--- config.mk ---
export PLATFORM = sky130hd
export DESIGN_NAME = v_issue_ctrl
export DESIGN_NICKNAME = d
export VERILOG_FILES = /design/src/rtl/v_pkg.sv /design/src/rtl/v_decoder.sv /design/src/rtl/v_issue_ctrl.sv
export SDC_FILE = /design/constraint.sdc
export NUM_CORES = 1
export LEC_CHECK = 0
export ABC_AREA = 1
export CAP_MARGIN = 20
export CORE_ASPECT_RATIO = 1.5
export CORE_MARGIN = 2
export CORE_UTILIZATION = 54
export DETAILED_ROUTE_END_ITERATION = 12
export HOLD_SLACK_MARGIN = 0.06
export PLACE_DENSITY = 0.95
export SLEW_MARGIN = 20
export SYNTH_ARGS = -nofsm -noshare
export SYNTH_HDL_FRONTEND = slang
export SYNTH_SLANG_ARGS = --single-unit
--- constraint.sdc ---
create_clock -name clk -period 5.9 [get_ports clk]
set_input_delay 0.885 -clock clk [delete_from_list [all_inputs] [get_ports clk]]
set_output_delay 0.885 -clock clk [all_outputs]
set_load 0.01 [all_outputs]
--- src/rtl/v_pkg.sv ---
// Shared types and op-code encodings for the vector issue path.
package v_pkg;

    typedef enum logic [2:0] {IDLE, EXEC, SLDU_WAIT, RED_WAIT, DONE} issue_state_t;
    typedef enum logic [2:0] {U_NONE, U_ALU, U_MUL, U_RED, U_SLDU} unit_sel_t;

    localparam logic [6:0] OP_V     = 7'b1010111;
    localparam logic [2:0] F3_OPIVV = 3'b000;
    localparam logic [2:0] F3_OPMVV = 3'b010;
    localparam logic [2:0] F3_OPIVX = 3'b100;

    localparam logic [5:0] F6_VADD      = 6'b000000;
    localparam logic [5:0] F6_VSUB      = 6'b000010;
    localparam logic [5:0] F6_VAND      = 6'b001001;
    localparam logic [5:0] F6_VOR       = 6'b001010;
    localparam logic [5:0] F6_VXOR      = 6'b001011;
    localparam logic [5:0] F6_VSLIDEUP  = 6'b001110;
    localparam logic [5:0] F6_VSLIDEDN  = 6'b001111;
    localparam logic [5:0] F6_VREDSUM   = 6'b000000;
    localparam logic [5:0] F6_VREDMIN   = 6'b000101;
    localparam logic [5:0] F6_VREDMAX   = 6'b000111;
    localparam logic [5:0] F6_VMUL      = 6'b100101;

    localparam logic [3:0] VALU_NOP  = 4'd0;
    localparam logic [3:0] VALU_VADD = 4'd1;
    localparam logic [3:0] VALU_VSUB = 4'd2;
    localparam logic [3:0] VALU_VAND = 4'd3;
    localparam logic [3:0] VALU_VOR  = 4'd4;
    localparam logic [3:0] VALU_VXOR = 4'd5;

    localparam logic [2:0] VRED_NOP     = 3'd0;
    localparam logic [2:0] VRED_VREDSUM = 3'd1;
    localparam logic [2:0] VRED_VREDMAX = 3'd2;
    localparam logic [2:0] VRED_VREDMIN = 3'd3;

    localparam logic [2:0] VSLDU_NOP  = 3'd0;
    localparam logic [2:0] VSLDU_UP   = 3'd1;
    localparam logic [2:0] VSLDU_DOWN = 3'd2;

endpackage

--- src/rtl/v_decoder.sv ---
// Combinational decode of a 32-bit vector instruction into per-unit op codes.
module v_decoder
    import v_pkg::*;
#(
    parameter int OFF = 0
) (
    input  logic [OFF+31:0] word,
    output logic [3:0]      alu_op,
    output logic            mul_en,
    output logic [2:0]      red_op,
    output logic [2:0]      sldu_op
);

    logic [31:0] ins;
    logic [5:0]  f6;
    logic [2:0]  f3;
    logic [15:0] unused_fields;

    assign ins           = word[OFF +: 32];
    assign f6            = ins[31:26];
    assign f3            = ins[14:12];
    assign unused_fields = {ins[25:15], ins[11:7]};

    always_comb begin
        alu_op  = VALU_NOP;
        mul_en  = 1'b0;
        red_op  = VRED_NOP;
        sldu_op = VSLDU_NOP;
        if (ins[6:0] == OP_V) begin
            case (f3)
                F3_OPIVV, F3_OPIVX: begin
                    case (f6)
                        F6_VADD:     alu_op = VALU_VADD;
                        F6_VSUB:     alu_op = VALU_VSUB;
                        F6_VAND:     alu_op = VALU_VAND;
                        F6_VOR:      alu_op = VALU_VOR;
                        F6_VXOR:     alu_op = VALU_VXOR;
                        // slides only exist in the scalar-operand form
                        F6_VSLIDEUP: if (f3 == F3_OPIVX) sldu_op = VSLDU_UP;
                        F6_VSLIDEDN: if (f3 == F3_OPIVX) sldu_op = VSLDU_DOWN;
                        default: ;
                    endcase
                end
                F3_OPMVV: begin
                    case (f6)
                        F6_VREDSUM: red_op = VRED_VREDSUM;
                        F6_VREDMIN: red_op = VRED_VREDMIN;
                        F6_VREDMAX: red_op = VRED_VREDMAX;
                        F6_VMUL:    mul_en = 1'b1;
                        default: ;
                    endcase
                end
                default: ;
            endcase
        end
    end

endmodule

--- src/rtl/v_issue_ctrl.sv ---
// Vector issue sequencer: decodes one instruction and steps it across the
// element array in LANES-wide groups, with slide/reduction completion waits.
module v_issue_ctrl
    import v_pkg::*;
#(
    parameter int LANES   = 4,
    parameter int VLMAX   = 32,
    parameter int RED_LAT = 2
) (
    input  logic                       clk,
    input  logic                       rst,
    input  logic                       instr_valid,
    output logic                       instr_ready,
    input  logic [31:0]                instr,
    input  logic [$clog2(VLMAX):0]     vl,
    input  logic                       exec_stall,
    input  logic                       sldu_done,
    output logic                       grp_valid,
    output logic [$clog2(VLMAX)-1:0]   elem_idx,
    output logic [LANES-1:0]           elem_mask,
    output logic [3:0]                 alu_op,
    output logic                       mul_en,
    output logic [2:0]                 red_op,
    output logic [2:0]                 sldu_op,
    output logic                       busy,
    output logic                       done,
    output logic                       illegal
);

    localparam int IW = $clog2(VLMAX);
    localparam int VW = IW + 1;
    localparam int RW = (RED_LAT > 1) ? $clog2(RED_LAT) : 1;

    issue_state_t state;
    unit_sel_t    unit_q, sel;
    logic [31:0]  instr_q, instr_sel;
    logic [VW-1:0] vl_q, vl_sat;
    logic [RW-1:0] red_cnt;
    logic [3:0]   dec_alu;
    logic         dec_mul;
    logic [2:0]   dec_red, dec_sldu;
    logic         last_grp;

    function automatic logic [LANES-1:0] tail_mask(input int base, input int len);
        logic [LANES-1:0] m;
        for (int i = 0; i < LANES; i++) m[i] = (base + i) < len;
        return m;
    endfunction

    // Decode must be ready at the accepting edge, so feed the live instruction while idle.
    assign instr_sel = instr_ready ? instr : instr_q;
    assign vl_sat    = (int'(vl) > VLMAX) ? VW'(VLMAX) : vl;
    assign last_grp  = (int'(elem_idx) + LANES) >= int'(vl_q);

    v_decoder #(.OFF(0)) u_dec (
        .word    (instr_sel),
        .alu_op  (dec_alu),
        .mul_en  (dec_mul),
        .red_op  (dec_red),
        .sldu_op (dec_sldu)
    );

    always_comb begin
        sel = U_NONE;
        if (dec_sldu != VSLDU_NOP)    sel = U_SLDU;
        else if (dec_red != VRED_NOP) sel = U_RED;
        else if (dec_mul)             sel = U_MUL;
        else if (dec_alu != VALU_NOP) sel = U_ALU;
    end

    always_ff @(posedge clk or posedge rst) begin
        if (rst) begin
            state       <= IDLE;
            unit_q      <= U_NONE;
            instr_q     <= '0;
            vl_q        <= '0;
            red_cnt     <= '0;
            instr_ready <= 1'b1;
            grp_valid   <= 1'b0;
            elem_idx    <= '0;
            elem_mask   <= '0;
            alu_op      <= '0;
            mul_en      <= 1'b0;
            red_op      <= '0;
            sldu_op     <= '0;
            busy        <= 1'b0;
            done        <= 1'b0;
            illegal     <= 1'b0;
        end else begin
            done    <= 1'b0;
            illegal <= 1'b0;
            case (state)
                IDLE: begin
                    if (instr_valid) begin
                        instr_q <= instr;
                        vl_q    <= vl_sat;
                        unit_q  <= sel;
                        if (sel == U_NONE) begin
                            illegal <= 1'b1;
                        end else if (vl_sat == '0) begin
                            state       <= DONE;
                            done        <= 1'b1;
                            busy        <= 1'b1;
                            instr_ready <= 1'b0;
                        end else begin
                            state       <= EXEC;
                            busy        <= 1'b1;
                            instr_ready <= 1'b0;
                            grp_valid   <= 1'b1;
                            elem_idx    <= '0;
                            elem_mask   <= tail_mask(0, int'(vl_sat));
                            alu_op      <= (sel == U_ALU)  ? dec_alu  : 4'd0;
                            mul_en      <= (sel == U_MUL);
                            red_op      <= (sel == U_RED)  ? dec_red  : 3'd0;
                            sldu_op     <= (sel == U_SLDU) ? dec_sldu : 3'd0;
                        end
                    end
                end
                EXEC: begin
                    if (!exec_stall) begin
                        if (unit_q == U_SLDU || last_grp) begin
                            grp_valid <= 1'b0;
                            elem_idx  <= '0;
                            elem_mask <= '0;
                            alu_op    <= '0;
                            mul_en    <= 1'b0;
                            red_op    <= '0;
                            sldu_op   <= '0;
                            if (unit_q == U_SLDU) begin
                                state <= SLDU_WAIT;
                            end else if (unit_q == U_RED) begin
                                state   <= RED_WAIT;
                                red_cnt <= RW'(RED_LAT - 1);
                            end else begin
                                state <= DONE;
                                done  <= 1'b1;
                            end
                        end else begin
                            elem_idx  <= elem_idx + IW'(LANES);
                            elem_mask <= tail_mask(int'(elem_idx) + LANES, int'(vl_q));
                        end
                    end
                end
                SLDU_WAIT: begin
                    if (sldu_done) begin
                        state <= DONE;
                        done  <= 1'b1;
                    end
                end
                RED_WAIT: begin
                    if (red_cnt == '0) begin
                        state <= DONE;
                        done  <= 1'b1;
                    end else begin
                        red_cnt <= red_cnt - 1'b1;
                    end
                end
                DONE: begin
                    state       <= IDLE;
                    busy        <= 1'b0;
                    instr_ready <= 1'b1;
                end
                default: state <= IDLE;
            endcase
        end
    end

endmodule

==> flow_summary.ini, run 1 <==
[detailed_routing]
routed.top_layer = met4
drt-total-wl_mm = 6.102
route.met2.wl_mm = 3.196
met1_length_mm = 2.488
drc = 0
wl_per_cell_um = 11.78
vias = 2693
vias_per_cell = 5.199
ant_nets = 0
first_pass_iters = 4
wl_met3_um = 251
drt_iter0_markers = 149

[cts]
clock-sinks = 49
clockBufferDepth = 2
cts_tree = yes
cts_buffers = 5
cts_resized = 0
clock_latency_ps = 290
post_cts_buffers = 0
clk_pin_slew_ps = 80
hold_buffers = 0
clock-root-buffer = clkbuf_8
cts_htree_levels = 2

[placed_design]
place_area_um2 = 3382
port-buffer-count = 46
hpwl_mm = 4.572
place.gp.congestion = 0.9972
pre_cts_ws_ps = 2580

[timing]
worst_slew_pin_slew_ps = 923.9
hold_viol_final = 0
slew_headroom_pct = 38.07
max_freq_ghz = 0.3308
fin_crit_sh_pct = 51.24
finClkSkew_ps = 8.545
finalSetupViolations = 0
worst_slack_ps = 2877
setup-tns-final_ps = 0
timing.final.max_slew_violations = 0
period_minus_slack_ps = 3023
grt_setup_unrepaired = no

[floorplanning]
die_height_um = 93.82
fp.dieW_um = 63.88
pin_count = 68
start_util_pct = 56.23
dieArea_um2 = 5992
rows = 32
core_area_um2 = 5165

[grt]
grt_max_degree = 50
overflow = 0
antenna_found_initial = 0
grt_pass1_vias = 2563
grt_pass1_wl_mm = 10.65
grtUsageTotal_pct = 22.07

[power]
pwr_density_cell_nw_per_um2 = 401.5
combPwrFrac_pct = 47.6
p_leak_nw = 1.802
switching_power_uw = 597.8
clockPowerShare_pct = 16.2
intPower_uw = 802.4
design_power_total_mw = 1.400
power_frac_seq_pct = 36.1
peakVddDrop_uv = 238.2
power_switching_share_pct = 42.70

[layout]
utilization_pct = 67.51
fill_cells = 419
fin_nets = 504
diodes = 0
stdcell_area_um2 = 3487
drive_above_1_share_pct = 7.333
area_delta_synth_final_pct = 20.08

[yosys]
syn_inst = 406
synth_edf_count = 0
synth_flop_cell = dfrtp_1
ys_seq_elements = 49
synth.yosys.seq_area_share_pct = 42.27
synthTopCellsByArea = dfrtp_1, nand2_1, inv_1, nand3_1, nor2_1
synth-async-reset-ratio_pct = 100.0
synth_area_leader_cell = dfrtp_1
synth_area_um2 = 2904
synth_top_area_share_pct = 41.36
avgSynthCellArea_um2 = 7.153
synth_cell_types = 32
yosysWarnings = 0

[worst_setup_path]
cp_cell_sequence = clkdlybuf4s50_1, nand2_1, o21ai_1, inv_2, nor2_1, nand3_1, nor2_1, nor2_2, nand3_2, nand2_2, nand2_2, nand2_1, nand2_1, nand2_1
cp-end-kind = flip-flop
arrival_ps = 3210
worstSetupStartpointType = input port
slowest_delay_ps = 490
cp_common_cell = nand2_1
worstPathRequired_ps = 6090
crit_fanout = 21
crit_slowest_cell = clkdlybuf4s50_1
crit_type = input port to flip-flop

[run_status]
status = completed

[flow_run]
maxCapViolCount = 0

[worst_hold_path]
hold_path.class = flip-flop to flip-flop
==> flip-flops by register name, summed over array words and instances (netlist names), 2 cells and up <==
name	count
vl_q	6
elem_idx	3
red_op	2
sldu_op	2
instr_q	16
state	3
alu_op	3
unit_q	3
elem_mask	4
==> final timing paths <==
| check | startpoint | slack [ps] | cells past startpoint | to |
|---|---|---|---|---|
| hold reg to reg | red_op[0] | 480 | 2 | red_op[0] |
| setup / recovery | instr[28] | 2880 | 14 | elem_mask[1] |
| min in group asynchronous | rst | 1040 | 2 | vl_q[3] |
| max in group asynchronous | rst | 4380 | 2 | elem_idx[4] |
| hold / removal | red_op[0] | 480 | 2 | red_op[0] |
| setup reg to reg | elem_idx[2] | 2890 | 15 | mul_en |
==> final cells by class <==
class                           instances  area, um^2  share of cell area [%]
Tap cell                               68       85.08                   2.440
Multi-Input combinational cell        294        1406                   40.33
Clock buffer                            5       68.82                   1.973
Inverter                               54       203.9                   5.849
Sequential cell                        49        1227                   35.20
Timing Repair Buffer                   46       460.4                   13.20
Clock inverter                          2       35.03                   1.005
==> critical path: cells and delay by family <==
kind                   cells  cell delay (ps)
AOI/OAI and AO/OA          1              230
buffers and inverters      2              530
and+or+nand+nor           11             1550
==> cell families (layout without fill, tap and decap cells) <==
logic type,Yosys count,count (layout),share of synthesized area [%]
AND/OR/NAND/NOR,235,235,34.55
buffers and inverters,67,107,9.824
flip-flops,49,49,42.27
AO/OA/AOI/OAI,42,42,8.186
adder cells (fa/ha/maj),11,11,4.739
other,1,5,0.1291
XOR/XNOR,1,1,0.3016
==> synthesized netlist by cell type, types with 5 or more instances <==
cell type and number:
o22ai_1 5, dfrtp_1 48, nand2_1 139, inv_1 46, buf_4 7, nor3_1 5
nand3_1 29, o21ai_0 15, clkbuf_1 5, nand4_1 6, inv_2 7, ha_1 11
nor2_1 38, nand2_2 6, a21oi_1 12
==> routing by layer <==
layer	vias to the layer above	global-route usage [%]
met1	1239	24.59
met4	0	8.877
li1	1362	-
met5	-	0
met3	17	2.998
met2	75	41.41
==> placed cells by master (no fill, tap or decap), types with 2 or more instances in the layout <==
master           synthesis  layout
nand2_1                139     139
dfrtp_1                 48      48
clkdlybuf4s50_1          0      46
inv_1                   46      45
nor2_1                  38      38
nand3_1                 29      29
o21ai_0                 15      15
a21oi_1                 12      12
ha_1                    11      11
inv_2                    7       7
nand2_2                  6       6
nand4_1                  6       6
nor3_1                   5       5
o22ai_1                  5       5
conb_1                   1       5
clkbuf_8                 0       5
nor2_2                   4       4
nor4_1                   4       4
o21ai_1                  3       3
o21ai_2                  2       2
o211ai_1                 2       2
clkinv_2                 0       2
==> per-stage QoR <==
stage | std cells | hold slack, ps
finish | 518 | 476.0
global route | 518 | 507.1
CTS | 518 | 479.6
detailed placement | 511 | 458.3
global placement | 511 | 453.7
floorplan | 410 | 448.7
==> power groups by stage <==
| stage | Combinational (mW) | Clock (mW) | Sequential (mW) |
|---|---|---|---|
| after floorplan | 0.488 | 0 | 0.513 |
| final | 0.667 | 0.227 | 0.506 |
| after global routing | 0.751 | 0.250 | 0.521 |
| after detailed placement | 0.650 | 0 | 0.512 |
| after global placement | 0.620 | 0 | 0.507 |
| after CTS | 0.664 | 0.234 | 0.506 |
Note: power is estimated with default switching activity, not from simulation.
==> inputs of run 2 (changes only) <==
- CORE_UTILIZATION: 54 -> 45
- PLACE_DENSITY: 0.95 -> 0.87
- clock period: 5.9 -> 2.5 ns (I/O delays scaled with it)
==> run 2 against run 1 <==
  * Via count about the same
  * Sequential cell count did not move
  * Die area up 19%
  * Cell count up 4.1%
  * Hold slack got worse by 56 ps
  * Final area is 5.1% higher
  * Core utilization down 8.1 points
  * Sequential share of layout area is 1.6 points lower
  * Sequential power up 140%
  * Critical path depth grew 2
  * Highest routed layer unchanged
==> flow_summary.ini, run 2 (synthesized netlist as in run 1, its figures left out) <==
[run_status]
status = completed

[layout]
diodes = 0
stdcell_area_um2 = 3666
area_delta_synth_final_pct = 26.24
top_regs = instr_q (16), vl_q (6), elem_mask (4)
drive_above_1_share_pct = 12.90
fin_nets = 518
layout_commonest_cell = nand2_1
largest_register_ffs = 16
layout_common_cells = nand2_1, dfrtp_1, clkdlybuf4s50_1
top_register = instr_q
layout.cells.non_filler = 539

[cts]
clk_pin_slew_ps = 90
clock-sinks = 49
cts_htree_levels = 2
hold_buffers = 0
cts_buffers = 5
cts_tree = yes
clockBufferDepth = 2
clock-root-buffer = clkbuf_8
clock_latency_ps = 300

[placed_design]
place_inst = 529
hpwl_mm = 4.777
pre_cts_ws_ps = 20.85
place.gp.congestion = 0.9671
place_area_um2 = 3482
port-buffer-count = 46

[detailed_routing]
wl_per_cell_um = 11.41
vias = 2692
ant_nets = 0
drt-total-wl_mm = 6.148
drc = 0
first_pass_iters = 4
vias_per_cell = 4.994
drt_iter0_markers = 170

[power]
p_leak_nw = 1.870
combPwrFrac_pct = 50.0
pwr_density_cell_nw_per_um2 = 958.8
power_frac_seq_pct = 34.1
clockPowerShare_pct = 15.9
switching_power_mw = 1.464
design_power_total_mw = 3.515
power_switching_share_pct = 41.65
peakVddDrop_uv = 449.3
intPower_mw = 2.051

[worst_setup_path]
worstSetupStartpointType = flip-flop
r2r_cells = 16
cp-end-kind = flip-flop
timing.rr.end = sldu_op[0]
worstPathRequired_ps = 2700
timing.rr.start = elem_idx[2]
crit_type = flip-flop to flip-flop
arrival_ps = 2590
crit_fanout = 9
regToRegSetupSlack_ps = 110

[worst_hold_path]
hold_path.class = input port to asynchronous set/reset pin

[floorplanning]
pin_count = 68
fp.dieW_um = 69.59
start_util_pct = 47.03
core_area_um2 = 6175
die_height_um = 102.4
rows = 35
dieArea_um2 = 7125

[timing]
finalSetupViolations = 0
slew_headroom_pct = 61.64
period_minus_slack_ps = 2388
worst_slew_pin_slew_ps = 571.6
worst_slack_ps = 111.8
hold_viol_final = 0
max_freq_ghz = 0.4187
finClkSkew_ps = 5.316
fin_crit_sh_pct = 95.53
timing.final.max_slew_violations = 0

[grt]
grt_pass1_wl_mm = 10.74
antenna_found_initial = 0
overflow = 0
grt_max_degree = 27
grt_pass1_vias = 2516
grtUsageTotal_pct = 18.39

[flow_run]
maxCapViolCount = 0
run 2: cell types whose count changed in the layout (fill, tap and decap cells not counted), sizes merged:
| cell | previous run | this run |
|---|---|---|
| buf | 0 | 14 |
| clkbuf | 5 | 6 |
| clkinv | 3 | 2 |
| inv | 52 | 53 |
run 2: stage by stage:
| step | hold slack [ps] | TNS (ps) | util, % |
|---|---|---|---|
| floorplan | 448.7 | 0 | - |
| global placement | 453.9 | 0 | 56.39 |
| detailed placement | 464.1 | 0 | 56.39 |
| CTS | 425.6 | 0 | 58.20 |
| global route | 476.9 | -1365 | 59.37 |
| finish | 420.5 | 0 | 59.37 |
run 2: power groups by stage:
stage	clock, mW	sequential, mW	combinational (mW)
after global routing	0.607	1.23	2.02
final	0.560	1.20	1.76
after global placement	0	1.20	1.59
after floorplan	0	1.21	1.16
after detailed placement	0	1.21	1.65
after CTS	0.578	1.19	1.65
run 2: worst max path at each step:
stage / start / to / slack (ps) / depth (start not counted)
2_1_floorplan: elem_idx[2] / grp_valid / 10 / 15
3_3_place_gp: instr[28] / elem_mask[1] / 80 / 16
3_5_place_dp: instr[28] / elem_mask[2] / 20 / 16
4_1_cts: elem_idx[2] / mul_en / 4 / 15
5_1_grt: elem_idx[2] / sldu_op[0] / -150 / 16
6_report: elem_idx[2] / sldu_op[0] / 110 / 16
run 2: critical path, cell delays in order (launching register included):
cell and delay, ps:
dfrtp_2 430, inv_4 70, ha_4 260, inv_1 60, ha_4 270, nand4_1 90
nand2_1 80, nand3_1 90, nand2_2 90, nor2_2 50, nand2_2 70, o21ai_1 70
nor3b_2 270, buf_4 170, nand2_4 70, nand2_1 70, nand2_1 40
run 2: final cells by class:
class / count / area (um^2)
Tap cell: 74 / 92.59
Multi-Input combinational cell: 294 / 1461
Clock inverter: 2 / 38.79
Timing Repair Buffer: 60 / 565.5
Inverter: 54 / 205.2
Fill cell: 551 / 2509
Clock buffer: 6 / 72.57
Sequential cell: 49 / 1230
run 2: repair_timing:
item,in CTS,in global routing
pin swaps,1,2
endpoints found under the setup margin,1,21
buffers inserted,0,2
gates resized for setup,0,14
run 2: routing by layer:
metal	global-route usage (%)	part of all wire (%)	vias to the layer above
li1	-	-	1397
met1	21.68	42	1208
met2	33.06	51	70
met3	2.761	3.9	17
met4	8.446	3.6	0
met5	0	0	-
